File: config.mk
export PLATFORM = sky130hd
export DESIGN_NAME = snake_segment_store
export DESIGN_NICKNAME = d
export VERILOG_FILES = /design/src/rtl/snake_segment_store.sv
export SDC_FILE = /design/constraint.sdc
export NUM_CORES = 1
export LEC_CHECK = 0
export BUFFER_PORTS_ARGS = -buffer_cell sky130_fd_sc_hd__clkbuf_2
export CORE_MARGIN = 5
export CORE_UTILIZATION = 52
export CTS_CLUSTER_DIAMETER = 80
export CTS_CLUSTER_SIZE = 28
export DETAILED_ROUTE_END_ITERATION = 16
export PLACE_DENSITY = 0.81
export REMOVE_ABC_BUFFERS = 1
export SETUP_SLACK_MARGIN = 0.2
export SLEW_MARGIN = 15
export SYNTH_ARGS = -nofsm -noshare
export SYNTH_HDL_FRONTEND = slang
export SYNTH_SLANG_ARGS = --single-unit
File: constraint.sdc
create_clock -name clock_25 -period 3.7 [get_ports clock_25]
set_input_delay 0.37 -clock clock_25 [delete_from_list [all_inputs] [get_ports clock_25]]
set_output_delay 0.37 -clock clock_25 [all_outputs]
set_load 0.005 [all_outputs]
File: src/rtl/snake_segment_store.sv
// rtl/snake_segment_store.sv - circular-buffer snake body store with per-move self-collision scan
// One body compare per SCAN cycle, then a single-cycle COMMIT that pushes the new head.
module snake_segment_store #(
  parameter int COORD_BIT        = 7,
  parameter int SNAKE_LENGTH_BIT = 4,
  parameter int INIT_LENGTH      = 3,
  parameter int INIT_X           = 20,
  parameter int INIT_Y           = 15
) (
  input  logic                        clock_25,
  input  logic                        reset,
  input  logic                        game_tik,
  input  logic [COORD_BIT-1:0]        new_head_x,
  input  logic [COORD_BIT-1:0]        new_head_y,
  input  logic                        grow,
  output logic                        busy,
  output logic                        done,
  output logic                        collision,
  output logic [COORD_BIT-1:0]        snake_head_x,
  output logic [COORD_BIT-1:0]        snake_head_y,
  output logic [SNAKE_LENGTH_BIT:0]   snake_length,
  output logic                        full,
  input  logic [SNAKE_LENGTH_BIT-1:0] rd_index,
  output logic [COORD_BIT-1:0]        rd_x,
  output logic [COORD_BIT-1:0]        rd_y,
  output logic                        rd_valid
);

  localparam int MAX_LEN = 1 << SNAKE_LENGTH_BIT;
  localparam logic [SNAKE_LENGTH_BIT:0]   ONE_L = (SNAKE_LENGTH_BIT+1)'(1);
  localparam logic [SNAKE_LENGTH_BIT-1:0] ONE_P = SNAKE_LENGTH_BIT'(1);
  localparam logic [SNAKE_LENGTH_BIT:0]   MAX_L = (SNAKE_LENGTH_BIT+1)'(MAX_LEN);

  typedef enum logic [1:0] {S_IDLE, S_SCAN, S_COMMIT} state_t;

  state_t                      r_state;
  state_t                      w_next;
  logic [COORD_BIT-1:0]        r_seg_x [MAX_LEN];
  logic [COORD_BIT-1:0]        r_seg_y [MAX_LEN];
  logic [SNAKE_LENGTH_BIT-1:0] r_head_ptr;
  logic [SNAKE_LENGTH_BIT:0]   r_length;
  logic [SNAKE_LENGTH_BIT:0]   r_limit;
  logic [SNAKE_LENGTH_BIT:0]   r_k;
  logic [COORD_BIT-1:0]        r_new_x;
  logic [COORD_BIT-1:0]        r_new_y;
  logic                        r_grow;
  logic                        r_hit;

  logic [SNAKE_LENGTH_BIT-1:0] w_scan_idx;
  logic [SNAKE_LENGTH_BIT-1:0] w_new_ptr;
  logic [SNAKE_LENGTH_BIT-1:0] w_rd_idx;
  logic                        w_match;
  logic                        w_scan_last;

  assign w_scan_idx  = r_head_ptr + r_k[SNAKE_LENGTH_BIT-1:0];
  assign w_new_ptr   = r_head_ptr - ONE_P;
  assign w_rd_idx    = r_head_ptr + rd_index;
  assign w_match     = (r_seg_x[w_scan_idx] == r_new_x) && (r_seg_y[w_scan_idx] == r_new_y);
  assign w_scan_last = (r_k == (r_limit - ONE_L));

  assign busy         = (r_state != S_IDLE);
  assign done         = (r_state == S_COMMIT);
  assign collision    = done && r_hit;
  assign snake_head_x = r_seg_x[r_head_ptr];
  assign snake_head_y = r_seg_y[r_head_ptr];
  assign snake_length = r_length;
  assign full         = (r_length == MAX_L);

  always_ff @(posedge clock_25 or negedge reset) begin
    if (!reset) r_state <= S_IDLE;
    else        r_state <= w_next;
  end

  always_comb begin
    w_next = r_state;
    case (r_state)
      S_IDLE:   if (game_tik) w_next = S_SCAN;
      S_SCAN:   if (w_scan_last) w_next = S_COMMIT;
      S_COMMIT: w_next = S_IDLE;
      default:  w_next = S_IDLE;
    endcase
  end

  always_ff @(posedge clock_25 or negedge reset) begin
    if (!reset) begin
      for (int i = 0; i < MAX_LEN; i++) begin
        if (i < INIT_LENGTH) begin
          r_seg_x[i] <= COORD_BIT'(INIT_X - i);
          r_seg_y[i] <= COORD_BIT'(INIT_Y);
        end else begin
          r_seg_x[i] <= '0;
          r_seg_y[i] <= '0;
        end
      end
      r_head_ptr <= '0;
      r_length   <= (SNAKE_LENGTH_BIT+1)'(INIT_LENGTH);
      r_limit    <= '0;
      r_k        <= '0;
      r_new_x    <= '0;
      r_new_y    <= '0;
      r_grow     <= 1'b0;
      r_hit      <= 1'b0;
      rd_x       <= '0;
      rd_y       <= '0;
      rd_valid   <= 1'b0;
    end else begin
      rd_x     <= r_seg_x[w_rd_idx];
      rd_y     <= r_seg_y[w_rd_idx];
      rd_valid <= ({1'b0, rd_index} < r_length);
      case (r_state)
        S_IDLE: begin
          if (game_tik) begin
            r_new_x <= new_head_x;
            r_new_y <= new_head_y;
            r_grow  <= grow;
            // The tail vacates on a plain move, so it is left out of the scan.
            r_limit <= grow ? r_length : (r_length - ONE_L);
            r_hit   <= 1'b0;
            r_k     <= '0;
          end
        end
        S_SCAN: begin
          if (w_match) r_hit <= 1'b1;
          r_k <= r_k + ONE_L;
        end
        S_COMMIT: begin
          if (!r_hit) begin
            r_head_ptr          <= w_new_ptr;
            r_seg_x[w_new_ptr]  <= r_new_x;
            r_seg_y[w_new_ptr]  <= r_new_y;
            if (r_grow && !full) r_length <= r_length + ONE_L;
          end
        end
        default: ;
      endcase
    end
  end

endmodule
==> metrics.txt <==
status=complete, no violations; Fin Setup TNS=0 ps; area leader, netlist=dfrtp_1; Worst-Skew Late Latency=530 ps; CTS tree=yes; most common cell after layout, fill and taps aside=dfrtp_1; RSZ-0062 raised after global routing=no; Core Region=31,500 µm²; Max Root-Sink Buffers=3; Die X=188 µm; Hold Path Class=primary input to flip-flop; Setup-failing EPs final=0; met3 GRT Util=under 10%; met2 Resource Use GR=40.4%; R2R cell count=10; critical path peak fanout=20; max-slew violations=0; Crit. End Element=flip-flop; Least-Margin Pin Slew=between 1000 and 1500 ps; final hold viol count=0; Buffers on Ports=59; Seq/Total Area, Yosys=41.9%; Max Fclk=0.296 GHz; hold slack=26.7 ps; critical path type=flip-flop to flip-flop; non-filler instance count after layout=approximately 1,600; DR pass1 iterations=5; ANT nets after route=0; Distinct cells, synth=53; Final Wtd Congestion=approximately 0.85; CP required=just over 4000 ps; PD cells=around 700 nW/µm²; NumNets Final=roughly 1,300; Gate Count Post-Synth=1,199; Post-CTS Setup Repair Bufs=0; Worst R2R End=r_hit; # placed instances=1,604; GR Util met1=33.2%; Avg Synthesized Cell Area=13.8 µm²; starting DRC count in detailed routing=1,531; crit path time final=3380 ps; Rows=65; MaxCap Viol Count=0; Critical Path AT=3820 ps; Residual DRC=0; vias post-DR=11,211; global-route wire length before repair=69,600 µm; Final Skew=34.1 ps; Peak supply drop=0.648 mV; total CTS buffers=15; drt wl/cell=26.9 µm; Worst setup SP type=flip-flop; Post-DP HPWL=27,200 µm; H-tree level count=1; Area Overhead vs Synth=8.65%; initial antenna violation count=0; dominant cells by area after synthesis=dfrtp_1 (39%), mux4_2 (23%), mux2_2 (14%), dfstp_2 (3.3%), nand2_1 (2.7%); start point of the critical path=r_k[0]; Worst R2R Setup Slack=between 300 and 400 ps; GRT overflow=0; Tcrit/Tclk final=91.3%; Synth Cell Area=16,500 µm²; CTS Root Cell=clkbuf_16; synth warn=0; Critical path destination=r_hit; die area=roughly 35,000 µm²; gr usage total=24.9%; layout cells sized above 1=a little under half; Inserted Diodes=0; Clock transition at path regs=110 ps; io pins=60; Max transition margin=27.6%; FF+latch count, synth=276; Worst Hold Depth=3; CTS sink cnt=roughly 280; die height=188 µm; vias in the first global route=approximately 12,000; leakage=7.85 nW; largest net degree at the start of global routing=121; vias per cell=6.87; Initial Util=52.6%; WL final=43,900 µm; Yosys top cell area share=between 30% and 40%; commonest non-fill, non-tap cells in the layout=dfrtp_1 (252), mux2_2 (210), mux4_2 (167), nand2_1 (121), clkbuf_2 (58); Most Crowded Layer GR=met2; post-layout util=between 50% and 60%; worst r2r src=r_k[0]
## report_power, final
part           switching (mW)  internal, mW
Clock                    1.09         0.867
Sequential              0.772          3.55
Combinational            3.76          2.82
## critical path: stages, from the launching register on
cell and delay, ps:
dfrtp_1 480, ha_4 200, fa_2 640, buf_12 230, mux4_2 220, nand2_1 50, a211oi_1 310, or3_1 170
nand4b_1 210, or4_1 580, o31ai_2 190
## routing by layer
| metal | vias to the layer above | part of all wire, % |
|---|---|---|
| li1 | 4596 | - |
| met1 | 5785 | 37 |
| met2 | 702 | 49 |
| met3 | 128 | 9.6 |
| met4 | 0 | 4.5 |
| met5 | - | 0 |
## per-stage QoR
stage | power, mW | area, µm² | worst slack [ps]
2_1_floorplan | 8.30 | 16000 | -2710
3_3_place_gp | 10.6 | 17400 | 393
3_5_place_dp | 10.8 | 17400 | 320
4_1_cts | 12.7 | 17900 | 236
5_1_grt | 13.5 | 18000 | 236
6_report | 12.9 | 18000 | 321
## cell type report
| class | instances | area (µm²) |
|---|---|---|
| Clock buffer | 18 | 387 |
| Clock inverter | 7 | 103 |
| Fill cell | 2430 | 13500 |
| Inverter | 15 | 56.3 |
| Multi-Input combinational cell | 799 | 9090 |
| Sequential cell | 276 | 6940 |
| Tap cell | 402 | 503 |
| Timing Repair Buffer | 114 | 896 |
## timing repair
action / 4_1_cts / 5_1_grt
endpoints found under the setup margin: 12 / 13
resized for setup: 2 / 4
pin swaps: 0 / 0
cloned: 0 / 1
endpoints found under the hold margin: 8 / 0
hold buffers: 1 / 0
## how the worst min path moves through the flow
stage                       start          to
floorplan                   reset      r_grow
global placement           r_grow      r_grow
detailed placement         r_grow      r_grow
CTS                 new_head_y[6]  r_new_y[6]
global route        new_head_y[0]  r_new_y[0]
finish              new_head_y[6]  r_new_y[6]
## Yosys cell counts (all sizes together)
| cell | number |
|---|---|
| mux2i | 19 |
| o211ai | 10 |
| a211oi | 17 |
| nand3b | 3 |
| a2bb2oi | 4 |
| a2bb2o | 3 |
| mux2 | 210 |
| a31oi | 1 |
| ha | 19 |
| nand4b | 3 |
| or3 | 3 |
| or2 | 1 |
| o31ai | 1 |
| clkbuf | 59 |
| o21ai | 41 |
| inv | 15 |
| nor3 | 9 |
| nand2 | 121 |
| nand2b | 5 |
| nand4 | 5 |
| a21o | 2 |
| fa | 2 |
| nor3b | 5 |
| nor2b | 19 |
| a21oi | 25 |
| dfstp | 21 |
| mux4 | 180 |
| nor2 | 25 |
| dfrtp | 255 |
| o2111ai | 2 |
| xnor2 | 21 |
| a211o | 9 |
| and3 | 2 |
| xor2 | 11 |
| and2 | 3 |
| nand3 | 13 |
| buf | 50 |
| nor4 | 3 |
| or4 | 2 |
## sequential cells by signal, summed over array words and instances (netlist names)
register,cells
r_new_y,7
r_state,2
r_head_ptr,4
r_limit,5
r_new_x,7
r_hit,1
rd_y,7
snake_length,5
r_k,5
r_seg_y,112
rd_x,7
r_grow,1
rd_valid,1
r_seg_x,112
## logic make-up after synthesis
kind of cell / synth area share (%)
AOI/OAI and AO/OA: 4.40
and+or+nand+nor: 6.30
DFF: 41.9
buffers and inverters: 3.75
muxes: 40.2
adders and majority gates: 1.68
xor gates and xnor gates: 1.74
Note: power is estimated with default switching activity, not from simulation.
